===== src/rtl/mdu_hilo.sv =====
`default_nettype none
// ============================================================================
// Module   : mdu_hilo
// Function : Iterative signed multiply/divide unit with HI/LO registers;
//            optional mthi/mtlo write port enabled by macro MDU_MTHILO_EN.
// Revision : 1.0
// ============================================================================
module mdu_hilo #(
   parameter int WIDTH = 32,
   parameter int CNT_W = 5
) (
   input  logic             clk,
   input  logic             rst_n,
   input  logic [3:0]       alu_ctr,
   input  logic             start,
   input  logic             flush,
   input  logic [WIDTH-1:0] op_a,
   input  logic [WIDTH-1:0] op_b,
`ifdef MDU_MTHILO_EN
   input  logic             mthi_we,
   input  logic             mtlo_we,
   input  logic [WIDTH-1:0] wdata,
`endif
   output logic             busy,
   output logic             done,
   output logic             div_zero,
   output logic             stall,
   output logic [WIDTH-1:0] rd_data,
   output logic [WIDTH-1:0] hi,
   output logic [WIDTH-1:0] lo
);

   localparam logic [3:0]       c_op_mult = 4'b1101;
   localparam logic [3:0]       c_op_div  = 4'b1000;
   localparam logic [3:0]       c_op_mfhi = 4'b1111;
   localparam logic [3:0]       c_op_mflo = 4'b1011;
   localparam logic [CNT_W-1:0] c_last    = CNT_W'(WIDTH - 1);

   typedef enum logic [1:0] {
      ST_IDLE = 2'd0,
      ST_RUN  = 2'd1,
      ST_FIN  = 2'd2
   } state_t;

   state_t             r_state, w_next;
   logic [CNT_W-1:0]   r_cnt;
   logic [2*WIDTH-1:0] r_acc;
   logic [WIDTH-1:0]   r_m;
   logic [WIDTH-1:0]   r_hi, r_lo;
   logic               r_is_div, r_neg, r_sa, r_dz;

   logic               w_is_mult, w_is_div, w_is_mfhi, w_is_mflo;
   logic               w_accept, w_wr_res, w_mt_stall;
   logic [WIDTH-1:0]   w_abs_a, w_abs_b;
   logic [WIDTH:0]     w_sum, w_shift, w_trial;
   logic [2*WIDTH-1:0] w_mul_step, w_div_step, w_prod;
   logic [WIDTH-1:0]   w_quot, w_rem;

   assign w_is_mult = (alu_ctr == c_op_mult);
   assign w_is_div  = (alu_ctr == c_op_div);
   assign w_is_mfhi = (alu_ctr == c_op_mfhi);
   assign w_is_mflo = (alu_ctr == c_op_mflo);
   assign w_accept  = start & (r_state == ST_IDLE) & (w_is_mult | w_is_div);

   assign w_abs_a = op_a[WIDTH-1] ? -op_a : op_a;
   assign w_abs_b = op_b[WIDTH-1] ? -op_b : op_b;

   // Multiply: r_acc = {partial product, remaining multiplier bits}
   assign w_sum      = {1'b0, r_acc[2*WIDTH-1:WIDTH]} + (r_acc[0] ? {1'b0, r_m} : '0);
   assign w_mul_step = {w_sum, r_acc[WIDTH-1:1]};

   // Divide: r_acc = {remainder, dividend bits shifting into quotient}
   assign w_shift    = {r_acc[2*WIDTH-1:WIDTH], r_acc[WIDTH-1]};
   assign w_trial    = w_shift - {1'b0, r_m};
   assign w_div_step = w_trial[WIDTH] ? {w_shift[WIDTH-1:0], r_acc[WIDTH-2:0], 1'b0}
                                      : {w_trial[WIDTH-1:0], r_acc[WIDTH-2:0], 1'b1};

   assign w_prod = r_neg ? -r_acc : r_acc;
   assign w_quot = r_neg ? -r_acc[WIDTH-1:0] : r_acc[WIDTH-1:0];
   assign w_rem  = r_sa  ? -r_acc[2*WIDTH-1:WIDTH] : r_acc[2*WIDTH-1:WIDTH];

   assign w_wr_res = (r_state == ST_FIN) & ~flush & ~r_dz;

`ifdef MDU_MTHILO_EN
   assign w_mt_stall = busy & (mthi_we | mtlo_we);
`else
   assign w_mt_stall = 1'b0;
`endif

   always_ff @(posedge clk or negedge rst_n) begin
      if (!rst_n) r_state <= ST_IDLE;
      else        r_state <= w_next;
   end

   always_comb begin
      w_next = r_state;
      case (r_state)
         ST_IDLE: if (w_accept) w_next = (w_is_div && op_b == '0) ? ST_FIN : ST_RUN;
         ST_RUN:  if (flush) w_next = ST_IDLE;
                  else if (r_cnt == c_last) w_next = ST_FIN;
         ST_FIN:  w_next = ST_IDLE;
         default: w_next = ST_IDLE;
      endcase
   end

   always_comb begin
      busy     = (r_state != ST_IDLE);
      done     = (r_state == ST_FIN) & ~flush;
      div_zero = done & r_dz;
      stall    = (busy & start & (w_is_mult | w_is_div | w_is_mfhi | w_is_mflo))
                 | w_accept | w_mt_stall;
      rd_data  = w_is_mfhi ? r_hi : (w_is_mflo ? r_lo : '0);
      hi       = r_hi;
      lo       = r_lo;
   end

   always_ff @(posedge clk or negedge rst_n) begin
      if (!rst_n) begin
         r_cnt    <= '0;
         r_acc    <= '0;
         r_m      <= '0;
         r_hi     <= '0;
         r_lo     <= '0;
         r_is_div <= 1'b0;
         r_neg    <= 1'b0;
         r_sa     <= 1'b0;
         r_dz     <= 1'b0;
      end else begin
         if (w_accept) begin
            r_cnt    <= '0;
            r_is_div <= w_is_div;
            r_neg    <= op_a[WIDTH-1] ^ op_b[WIDTH-1];
            r_sa     <= op_a[WIDTH-1];
            r_dz     <= w_is_div & (op_b == '0);
            r_m      <= w_is_div ? w_abs_b : w_abs_a;
            r_acc    <= {{WIDTH{1'b0}}, (w_is_div ? w_abs_a : w_abs_b)};
         end else if (r_state == ST_RUN) begin
            r_cnt <= r_cnt + CNT_W'(1);
            r_acc <= r_is_div ? w_div_step : w_mul_step;
         end

         if (w_wr_res) begin
            if (r_is_div) begin
               r_lo <= w_quot;
               r_hi <= w_rem;
            end else begin
               r_hi <= w_prod[2*WIDTH-1:WIDTH];
               r_lo <= w_prod[WIDTH-1:0];
            end
         end
`ifdef MDU_MTHILO_EN
         else if (r_state == ST_IDLE && !w_accept) begin
            if (mthi_we) r_hi <= wdata;
            if (mtlo_we) r_lo <= wdata;
         end
`endif
      end
   end

endmodule
`default_nettype wire

===== config.mk =====
export PLATFORM = sky130hd
export DESIGN_NAME = mdu_hilo
export DESIGN_NICKNAME = d
export VERILOG_FILES = /design/src/rtl/mdu_hilo.sv
export SDC_FILE = /design/constraint.sdc
export NUM_CORES = 1
export LEC_CHECK = 0
export ABC_AREA = 1
export BUFFER_PORTS_ARGS = -buffer_cell sky130_fd_sc_hd__buf_4
export CAP_MARGIN = 40
export CORE_ASPECT_RATIO = 0.9
export CORE_MARGIN = 1
export CORE_UTILIZATION = 45
export DETAILED_ROUTE_END_ITERATION = 6
export PLACE_DENSITY_LB_ADDON = 0.08
export SYNTH_ARGS = -nofsm -noshare
export SYNTH_HDL_FRONTEND = slang
export SYNTH_SLANG_ARGS = --single-unit

===== constraint.sdc =====
create_clock -name clk -period 7.6 [get_ports clk]
set_input_delay 1.52 -clock clk [delete_from_list [all_inputs] [get_ports clk]]
set_output_delay 1.52 -clock clk [all_outputs]
set_load 0.05 [all_outputs]

Word level (Yosys, flattened, before mapping):

Index checks and enable logic that the tools add are counted.

* add/sub/neg operators: 8
* eq/ne operators: 9
* mux-type cells: 23
* bitwise gates (word level): 15
* reductions and logical operators: 6

Operator list (number)
* two-way mux 32 bit: 11
* two-way mux 64 bit: 5
* negator 32 bit: 4
* negator 64 bit: 1
* adder 32 x 32 -> 33 bit: 1
* subtractor 33 x 32 -> 33 bit: 1
* zero test 32 bit: 1
* equality test 4 bit, second input constant: 4
* two-way mux 5 bit: 2
* bitwise AND 1 bit: 8
* two-way mux 2 bit: 4
* adder 5 x 1 -> 5 bit, second input constant: 1
* equality test 5 bit, second input constant: 1
* bitwise OR 1 bit: 4
* case mux 2 bit (2 select lines): 1
* nonzero test 2 bit: 2
* inequality test 3 bit, second input constant: 1
* equality test 2 x 1 -> 1 bit, second input constant: 1
* equality test 2 bit, second input constant: 1
* zero test 2 bit: 1
* inequality test 2 bit, second input constant: 1
* NOT 1 bit: 2
* AND reduction 2 bit: 1
* logical AND 1 bit: 1
* XOR 1 bit: 1

* register bits: 171
* input port bits: 72
* output and inout port bits: 100
* logic and storage cells: 71

Logic depth before layout (Yosys ltp):

Gate-level depths: netlist (run 1).

* depth in word-level cells: 6
* depth in mapped cells: 20
* depth with buffers taken out: 19

Least setup slack after synthesis (run 1):

No wires, ideal clock.

* path kind: input -> output
* start: input port flush
* end: output port div_zero
* data arrival time: 3.537 ns
* required time: 6.080 ns
* setup slack: 2.543 ns
* cell stages on the path: 3
* path through: nor3_1 -> inv_1 -> nor2_1

* longest elaborated chain between the ends: 3

RTL lines
* start, declared: RTL line 16 `input logic flush,`
* NOT 1 bit: RTL line 108 `done = (r_state == ST_FIN) & ~flush;`
* bitwise AND 1 bit: RTL line 108
* bitwise AND 1 bit: RTL line 109 `div_zero = done & r_dz;`
* end, declared: RTL line 26 `output logic div_zero,`

Every way passes these cells.

Worst setup path after layout (run 1):

* start: input port alu_ctr[0]
* end: output port rd_data[25]

* longest elaborated chain between the ends: 3
* elaborated cells on any way between the ends: 4
* classes of those cells: eq/ne (2); mux (2)

RTL lines
* start, declared: RTL line 14 `input logic [3:0] alu_ctr,`
* equality test 4 bit: RTL line 62 `assign w_is_mflo = (alu_ctr == c_op_mflo);`
* two-way mux 32 bit: RTL line 112 `rd_data = w_is_mfhi ? r_hi : (w_is_mflo ? r_lo : '0);`
* two-way mux 32 bit (*): RTL line 112
* end, declared: RTL line 28 `output logic [WIDTH-1:0] rd_data,`

Every way passes the cells marked *; elsewhere a longest branch is shown, timed or not.

==> metrics.md, run 1 <==
| Metric | Value |
|---|---|
| Fmax | 0.204 GHz |
| Slew @ Worst Pin | 934 ps |
| Final Slew Violations | 0 |
| CP Capture Type | primary output |
| Die W | 210 um |
| Commonest non-fill, non-tap cell in the layout | nand2_1 |
| Tmin final | 4890 ps |
| Crit path DAT | 3370 ps |
| Hold buffer count at cts | 0 |
| Clk sinks | 171 |
| Synth area leaders | dfrtp_1, nand2_1, inv_1, nand3_1, nor2_1 |
| NumNets Final | 3200 |
| Mapped Cells | 2944 |
| Post-route setup slack | 2710 ps |
| Clock root cell | clkbuf_16 |
| Initial Util | 0.457 |
| Fraction of registers with async set/reset | 1.00 |
| H-tree Lvls | 4 |
| Fin area | 0.0197 mm^2 |
| Yosys top cell by area | dfrtp_1 |
| Max Cap Viol | 0 |
| Die Y | 189 um |
| Clk slew on worst S/H paths | 70 ps |
| RSZ-0062 raised after global routing | no |
| Syn nets | 3088 |
| TritonCTS clock tree | done |
| Drt pass-1 iters | 7 |
| Setup CP Type | in -> out |
| Routability cong. | 1.01 |
| Fin crit share | 0.644 |
| Port Buffers | 171 |
| Pre-CTS WS | 2750 ps |
| Placed insts | 3526 |
| Detailed Route WL | 73600 um |
| Largest vdd supply drop | 277 uV |
| Layout Cells excl Fill | 3559 |
| PostCTS Resize Cnt | 0 |
| Post-route DRC | 1 |
| Antenna cells | 0 |
| Die ar. | 0.0397 mm^2 |
| Layout area overhead | 12.8% |
| Setup TNS | 0 ps |
| Total power | 7.96 mW |
| Synthesized area | 0.0175 mm^2 |
| Pin count of the biggest net entering global routing | 82 |
| Synth Register Bits | 171 |
| Avg WL per Cell | 20.7 um |
| Fin. Hold Viols | 0 |
| Setup Buffers After CTS | 0 |
| Grt total ovfl | 0 |
| Post-route ant nets | 0 |
| First-pass GRT wire length | 110000 um |
| Total number of vias | 20.1k |
| Yosys cell types | 50 |
| Leak pwr | 10.5 nW |
| Total track usage | 0.367 |
| Most frequent cells in the layout | nand2_1, inv_1, nand3_1, nor2_1, buf_4 |
| Io pins | 172 |
| Share of cells above drive strength 1 | 0.0893 |
| Peak fanout along the critical path | 15 |
| Worst Setup Start Kind | primary input |
| Post-synthesis sequential area ratio | 0.245 |
| Clock Skews | 21.5 ps |
| Via count of the first global-routing pass | 18.1k |
| # rows | 68 |
| Avg Inst Size Synth | 5.94 um^2 |
| Hold WC Path Type | reg -> reg |
| Core ar. | 0.0383 mm^2 |
| Status | finished, violations left |
| Post-synth EDFFs | 0 |
| Hpwl dp | 60300 um |
| Slew HR | 0.376 |
| Ys Warns | 0 |
| Routed vias/inst | 5.66 |
| Antenna violations before repair | 0 |
| # setup viols final | 0 |
| Failing checks | design-rule violations |
| Clk buf depth | 2 |
| Later-pin clock latency in the skew report | 460 ps |
| Initial DRC Count | 2201 |
| Placed cell area | 0.0191 mm^2 |
| Total CTS buffers | 17 |
| Synth Flop Type | dfrtp_1 |
| Top cell type's share of synthesized area | 0.245 |
| Pwr/cell area | 404 mW/mm^2 |
| Critical Path RT | 6080 ps |
==> power by group <==
part / switching (mW) / internal, mW
Clock: 0.456 / 0.450
Combinational: 3.63 / 1.60
Sequential: 0.633 / 1.20
Total: 4.72 / 3.25
==> critical path, stage by stage <==
cell     delay [ps]
buf_4           100
inv_1            60
nor3_2          680
buf_4           320
nand2_1         250
o22ai_1         200
buf_4           230
==> cell families (layout without fill, tap and decap cells) <==
group	count (synthesis)	count (layout)	synth area share
compound gates	419	419	0.139
simple gates	1628	1628	0.390
flops	171	171	0.245
buf+inv	551	676	0.122
xor+xnor	103	103	0.0516
fa+ha+maj	72	72	0.0524
==> cell usage after synthesis, types with 2 or more instances <==
cell / n
a211o_1: 2
nand2_1: 945
buf_6: 6
o31ai_1: 5
dfrtp_1: 171
a21oi_1: 108
a31oi_1: 7
o21a_1: 8
and2_1: 3
o21ai_0: 172
inv_2: 10
inv_1: 446
o22ai_1: 25
xor2_1: 77
a21o_1: 5
nand3_1: 295
a22o_1: 2
fa_1: 2
or2_2: 7
o2111ai_1: 6
o21ai_1: 9
nand3_2: 2
nor2_2: 11
o211ai_1: 28
a21oi_2: 2
nand4_1: 38
nand3b_1: 14
buf_1: 8
clkinv_1: 2
nand2_2: 14
o21bai_1: 7
nor3_2: 3
o221ai_1: 13
a22oi_1: 16
nor2_1: 258
ha_1: 70
nor4_1: 3
clkbuf_1: 58
buf_2: 20
nor3_1: 31
xnor2_1: 26
==> area by class of cell <==
class | count | area (um^2)
Fill cell | 4074 | 18600
Clock buffer | 18 | 439
Inverter | 458 | 1720
Clock inverter | 14 | 151
Timing Repair Buffer | 186 | 1460
Tap cell | 490 | 613
Sequential cell | 171 | 4280
Multi-Input combinational cell | 2222 | 11100
==> routing by layer <==
metal | up-vias | wire length (um) | global-route usage
li1 | 9649 | - | -
met1 | 9322 | 34000 | 0.547
met2 | 1062 | 29800 | 0.524
met3 | 111 | 7330 | 0.0702
met4 | 0 | 2480 | 0.122
met5 | - | 0 | 0
==> worst paths after layout <==
path / slack, ps / startpoint / cells after the start / end
worst max register to register: 4150 / r_acc[0] / 18 / r_acc[59]
worst min-delay path: 520 / lo[30] / 2 / lo[30]
max in group asynchronous: 5680 / rst_n / 3 / r_acc[30]
worst min register to register: 520 / lo[30] / 2 / lo[30]
worst max-delay path: 2710 / alu_ctr[0] / 7 / rd_data[25]
min in group asynchronous: 940 / rst_n / 1 / hi[15]
==> through the flow <==
step,util,hold WS (ps)
after floorplan,-,471
after global placement,0.498,492
after detailed placement,0.500,504
after CTS,0.515,515
after global routing,0.515,549
final,0.515,517
==> state kept, by name (all words and copies together), names as in the netlist <==
| name | count |
|---|---|
| r_acc | 64 |
| hi | 32 |
| lo | 32 |
| r_m | 32 |
| r_cnt | 5 |
| r_state | 2 |
| r_dz | 1 |
| r_is_div | 1 |
| r_neg | 1 |
| r_sa | 1 |
(Power assumes the default switching activity.)
==> inputs of run 2 (changes only) <==
clock period = 4.6 ns   (was 7.6 ns; I/O delays follow)
==> run 2 against run 1 <==
The flow now finishes without violations; cell area increased by 0.55%; via count grew 0.75%; sequential share of layout area shrank 0.12 points; sequential power up 58%; utilization increased by 0.28 points; largest power group unchanged.
==> metrics.md, run 2 (synthesis gave the netlist of run 1 again) <==
| Metric | Value |
|---|---|
| NumNets Final | 3214 (was 3200) |
| Post-route ant nets | 0 (unchanged) |
| Clk buf depth | 2 (unchanged) |
| Antenna cells | 0 (unchanged) |
| Grt total ovfl | 0 (unchanged) |
| Post-route setup slack | 1010 ps (was 2710 ps) |
| Max reg flops | 64 (unchanged) |
| Slowest CP cell | dfrtp_1 (was nor3_2) |
| Peak fanout along the critical path | 17 (was 15) |
| Detailed Route WL | 75000 um (was 73600 um) |
| Clk slew on worst S/H paths | 90 ps (was 70 ps) |
| # rows | 68 (unchanged) |
| Die W | 210 um (unchanged) |
| Avg WL per Cell | 21.0 um (was 20.7 um) |
| Status | completed (was finished, violations left) |
| Fin. Hold Viols | 0 (unchanged) |
| Critical Path RT | 4980 ps (was 6080 ps) |
| Post-route DRC | 0 (was 1) |
| Commonest non-fill, non-tap cell in the layout | nand2_1 (unchanged) |
| Later-pin clock latency in the skew report | 450 ps (was 460 ps) |
| Hold buffer count at cts | 0 (unchanged) |
| Fin crit share | 0.780 |
| Fmax | 0.279 GHz |
| Core ar. | 0.0383 mm^2 (unchanged) |
| Setup TNS | 0 ps (unchanged) |
| Top reg by flops | r_acc (unchanged) |
| Via count of the first global-routing pass | 18.5k (was 18.1k) |
| Pre-CTS WS | 736 ps (was 2750 ps) |
| Die ar. | 0.0397 mm^2 (unchanged) |
| Antenna violations before repair | 1 (was 0) |
| CP Buf/Inv Count | 3 (was 4) |
| Drt pass-1 iters | 6 (was 7) |
| Tmin final | 3590 ps |
| Initial Util | 0.457 (unchanged) |
| First-pass GRT wire length | 112000 um (was 110000 um) |
| Worst Setup Start Kind | flip-flop (was primary input) |
| Die Y | 189 um (unchanged) |
| Hpwl dp | 61500 um (was 60300 um) |
| Crit-path cells | inv_1 -> fa_1 -> inv_1 -> nand2_1 -> nand2_1 -> nand3_1 -> nand2_1 -> nand2_1 -> nand2_2 -> nand2_2 -> nand2_2 -> nand2_1 -> nand2_2 -> buf_4 -> nand2_1 -> nand3_1 -> nand3_1 -> nand2_1 (was buf_4 -> inv_1 -> nor3_2 -> buf_4 -> nand2_1 -> o22ai_1 -> buf_4) |
| Top cell by count, worst path | nand2_1 (was buf_4) |
| # setup viols final | 0 (unchanged) |
| TritonCTS clock tree | done (unchanged) |
| Leak pwr | 10.6 nW (was 10.5 nW) |
| Layout area overhead | 13.5% (was 12.8%) |
| Most frequent cells in the layout | nand2_1, inv_1, nand3_1, nor2_1, buf_4 (unchanged) |
| Critical R2R Launch | r_acc[32] (was r_acc[0]) |
| Setup Buffers After CTS | 0 (unchanged) |
| Crit path DAT | 3970 ps (was 3370 ps) |
| Share of cells above drive strength 1 | 0.0931 (was 0.0893) |
| Reg2reg end | r_acc[39] (was r_acc[59]) |
| Total CTS buffers | 17 (unchanged) |
| Clock root cell | clkbuf_16 (unchanged) |
| Pin count of the biggest net entering global routing | 97 (was 82) |
| H-tree Lvls | 4 (unchanged) |
| Cells on worst reg2reg path | 18 (unchanged) |
| PostCTS Resize Cnt | 0 (unchanged) |
| Largest vdd supply drop | 355 uV (was 277 uV) |
| Port Buffers | 171 (unchanged) |
| Io pins | 172 (unchanged) |
| Clock Skews | 23.6 ps (was 21.5 ps) |
| Reg2reg setup slack | 1010 ps (was 4150 ps) |
| Max Cap Viol | 0 (unchanged) |
| RSZ-0062 raised after global routing | no (unchanged) |
| CP Capture Type | flip-flop (was primary output) |
| Total number of vias | 20.3k (was 20.1k) |
| Family with the most delay on the worst path | simple AND/OR/NAND/NOR gates (unchanged) |
| Hold WC Path Type | in -> async (was reg -> reg) |
| Routed vias/inst | 5.68 (was 5.66) |
| Slew @ Worst Pin | 904 ps (was 934 ps) |
| Total track usage | 0.374 (was 0.367) |
| Pwr/cell area | 664 mW/mm^2 (was 404 mW/mm^2) |
| Setup CP Type | reg -> reg (was in -> out) |
| Slew HR | 0.394 (was 0.376) |
| Clk sinks | 171 (unchanged) |
| Final Slew Violations | 0 (unchanged) |
| Routability cong. | 0.999 (was 1.01) |
| Largest stage delay, worst path | 600 ps (was 680 ps) |
| Initial DRC Count | 2607 (was 2201) |
==> run 2: cell types whose count changed in the layout (fill, tap and decap cells not counted), moves of 2 or more <==
cell	change
clkinv_4	-3
clkinvlp_4	+2
buf_4	+13
inv_6	+2
==> run 2: final cells by class <==
class | count | area [um^2]
flip-flops and latches | 171 | 4280
clock buffers | 20 | 457
inverters | 458 | 1720
clock inverters | 12 | 125
repair buffers | 200 | 1570
multi-input cells | 2222 | 11100
fillers | 4030 | 18400
well taps | 490 | 613
==> run 2: per-layer routing <==
metal / up-vias / GRT usage / wire length, um
met1: 9478 / 0.539 / 33800
li1: 9665 / - / -
met4: 0 / 0.141 / 2900
met2: 1019 / 0.541 / 30600
met3: 133 / 0.0813 / 7720
met5: - / 0 / 0
==> run 2: worst reg2reg max path, stage by stage, from the launching register on <==
cell	delay, ps
dfrtp_1	600
inv_1	310
fa_1	560
inv_1	150
nand2_1	70
nand2_1	80
nand3_1	80
nand2_1	190
nand2_1	100
nand2_2	100
nand2_2	80
nand2_2	70
nand2_1	60
nand2_2	290
buf_4	310
nand2_1	120
nand3_1	170
nand3_1	90
nand2_1	90
==> run 2: through the flow <==
step                instances  cell area [um^2]  utilization  hold WS, ps  power, mW
finish                   3573             19800        0.518          452       13.2
global route             3573             19800        0.518          519       14.2
CTS                      3573             19800        0.518          498       12.9
detailed placement       3541             19300        0.503          502       11.4
global placement         3537             19200        0.501          494       11.4
floorplan                2944             17500            -          471       8.60
==> run 2: power breakdown <==
group	total, mW	internal, mW	leakage, nW	switching, mW
Clock	1.48	0.750	0.280	0.727
Combinational	8.81	2.71	8.15	6.10
Sequential	2.89	1.98	2.14	0.904
Total	13.2	5.44	10.6	7.73
==> run 2: how the worst max path moves through the flow <==
stage,start,end,cells past startpoint
3_5_place_dp,alu_ctr[2],r_acc[19],12
4_1_cts,r_acc[32],r_acc[39],18
3_3_place_gp,alu_ctr[2],r_acc[19],12
5_1_grt,r_acc[32],r_acc[42],18
6_report,r_acc[32],r_acc[39],18
2_1_floorplan,flush,div_zero,3
==> inputs of run 3 (changes only) <==
clock period = 3.15 ns   (was 4.6 ns; I/O delays follow)
==> run 3 against run 2 <==
Hold slack worse by 340 ps; sequential share of layout area down 0.37 points; via count up 1.6%; sequential cell count unchanged; utilization up 0.90 points; maximum frequency up 26%; count of clock-buffer cells in the layout down 2; critical path depth down 3; die area unchanged; routed wire length up 1.9%; global-route usage up 0.78 points; critical path type unchanged; largest cell class unchanged; largest power group unchanged.
==> metrics.md, run 3 (synthesis gave the netlist of run 1 again) <==
| Metric | Value |
|---|---|
| Clock Skews | 13.7 ps (was 23.6 ps) |
| Die ar. | 0.0397 mm^2 (unchanged) |
| Via count of the first global-routing pass | 18.7k (was 18.5k) |
| Later-pin clock latency in the skew report | 470 ps (was 450 ps) |
| Initial DRC Count | 2781 (was 2607) |
| # setup viols final | 0 (unchanged) |
| Avg WL per Cell | 21.1 um (was 21.0 um) |
| Reg2reg setup slack | 300 ps (was 1010 ps) |
| Die W | 210 um (unchanged) |
| Cells on worst reg2reg path | 15 (was 18) |
| Pin count of the biggest net entering global routing | 87 (was 97) |
| Critical Path RT | 3500 ps (was 4980 ps) |
| Max reg flops | 64 (unchanged) |
| Initial Util | 0.457 (unchanged) |
| Pwr/cell area | 989 mW/mm^2 (was 664 mW/mm^2) |
| Setup CP Type | reg -> reg (unchanged) |
| Drt pass-1 iters | 7 (was 6) |
| Die Y | 189 um (unchanged) |
| Core ar. | 0.0383 mm^2 (unchanged) |
| Io pins | 172 (unchanged) |
| Clk buf depth | 2 (unchanged) |
| Footprint of the multi-input gates | 0.0111 mm^2 (about the same) |
| Largest vdd supply drop | 493 uV (was 355 uV) |
| Routed vias/inst | 5.70 (was 5.68) |
| Hpwl dp | 63100 um (was 61500 um) |
| Placed insts | 3584 (was 3541) |
| Hold WC Path Type | in -> async (unchanged) |
| Leak pwr | 10.8 nW (was 10.6 nW) |
| First-pass GRT wire length | 114000 um (was 112000 um) |
| Detailed Route WL | 76400 um (was 75000 um) |
| Antenna violations before repair | 0 (was 1) |
| Clk slew on worst S/H paths | 80 ps (was 90 ps) |
| Most frequent cells in the layout | nand2_1, inv_1, nand3_1, nor2_1, buf_4 (unchanged) |
| Port Buffers | 171 (unchanged) |
| Post-route ant nets | 0 (unchanged) |
| Peak fanout along the critical path | 34 (was 17) |
| Final Slew Violations | 0 (unchanged) |
| Routability cong. | 1.08 (was 0.999) |
| Top reg by flops | r_acc (unchanged) |
| RSZ-0062 raised after global routing | no (unchanged) |
| Total CTS buffers | 17 (unchanged) |
| Clk sinks | 171 (unchanged) |
| Final hold slack | 109 ps (was 452 ps) |
| CP Capture Type | flip-flop (unchanged) |
| Layout Cells excl Fill | 3616 (was 3573) |
| Crit path DAT | 3200 ps (was 3970 ps) |
| Hold buffer count at cts | 0 (unchanged) |
| H-tree Lvls | 4 (unchanged) |
| Total number of vias | 20.6k (was 20.3k) |
| Fin. Hold Viols | 0 (unchanged) |
| # rows | 68 (unchanged) |
| NumNets Final | 3257 (was 3214) |
| Slew HR | 0.383 (was 0.394) |
| Commonest non-fill, non-tap cell in the layout | nand2_1 (unchanged) |
| Max Cap Viol | 0 (unchanged) |
| Reg area | 0.00428 mm^2 (unchanged) |
| Total track usage | 0.382 (was 0.374) |
| Status | completed (unchanged) |
| Layout area overhead | 15.4% (was 13.5%) |
| Tmin final | 2850 ps (was 3590 ps) |
| Clock root cell | clkbuf_16 (unchanged) |
| Fmax | 0.350 GHz (was 0.279 GHz) |
| Worst Setup Start Kind | flip-flop (unchanged) |
| Post-route DRC | 0 (unchanged) |
| Grt total ovfl | 0 (unchanged) |
| Fin crit share | 0.906 (was 0.780) |
| Slew @ Worst Pin | 925 ps (was 904 ps) |
| Antenna cells | 0 (unchanged) |
| Fillers | 4009 (was 4030) |
| TritonCTS clock tree | done (unchanged) |
| Share of cells above drive strength 1 | 0.106 (was 0.0931) |
| Setup TNS | 0 ps (unchanged) |
run 3: final cells by class:
type | instances | area share
multi-input combinational | 2222 | 0.549
clock inverter | 14 | 0.00787
tap | 490 | 0.0304
sequential | 171 | 0.212
clock buffer | 18 | 0.0213
inverter | 458 | 0.0852
timing repair buffer | 243 | 0.0943
run 3: metal layers:
layer  vias up  global-route usage  part of all wire
met3       102              0.0717              0.11
met1      9565               0.581              0.46
met5         -                   0                 0
li1       9785                   -                 -
met4         0              0.0983             0.026
met2      1161               0.544              0.41
run 3: power breakdown:
group / switching (mW) / total, mW / internal [mW]
combinational: 9.55 / 13.8 / 4.21
clock: 1.06 / 2.19 / 1.13
sequential: 1.12 / 4.02 / 2.90
total: 11.7 / 20.0 / 8.24
run 3: final timing paths:
check	from	end
max	r_acc[37]	r_acc[62]
min	rst_n	hi[15]
max reg2reg	r_acc[37]	r_acc[62]
min reg2reg	r_cnt[4]	r_cnt[4]
max in group asynchronous	rst_n	r_acc[58]
min in group clk	op_b[10]	r_m[10]
run 3: per-stage QoR:
stage	area [um^2]	util	power, mW	setup slack (ps)
floorplan	17500	-	12.6	331
global placement	19600	0.512	17.2	136
detailed placement	19600	0.512	17.3	76.0
CTS	20200	0.527	19.5	323
global route	20200	0.527	21.4	54.3
finish	20200	0.527	20.0	296
run 3: worst max-delay path, cell delays in order (launching register included):
cell     delay [ps]
dfrtp_1         630
ha_1            380
nand2_2         140
inv_1            50
a21oi_1         230
nand2_1         180
nand2_1         110
nand2_2          70
nand2_2          90
nand3_1         110
nand2_4         340
nand2_1         110
nand2_1          90
nand2_1          50
nand3_1         100
nand2_1          70
run 3: what timing repair did:
item / in CTS / in global routing
setup endpoints to repair: 0 / 6
resized for setup: 0 / 1
buffers inserted: 0 / 0
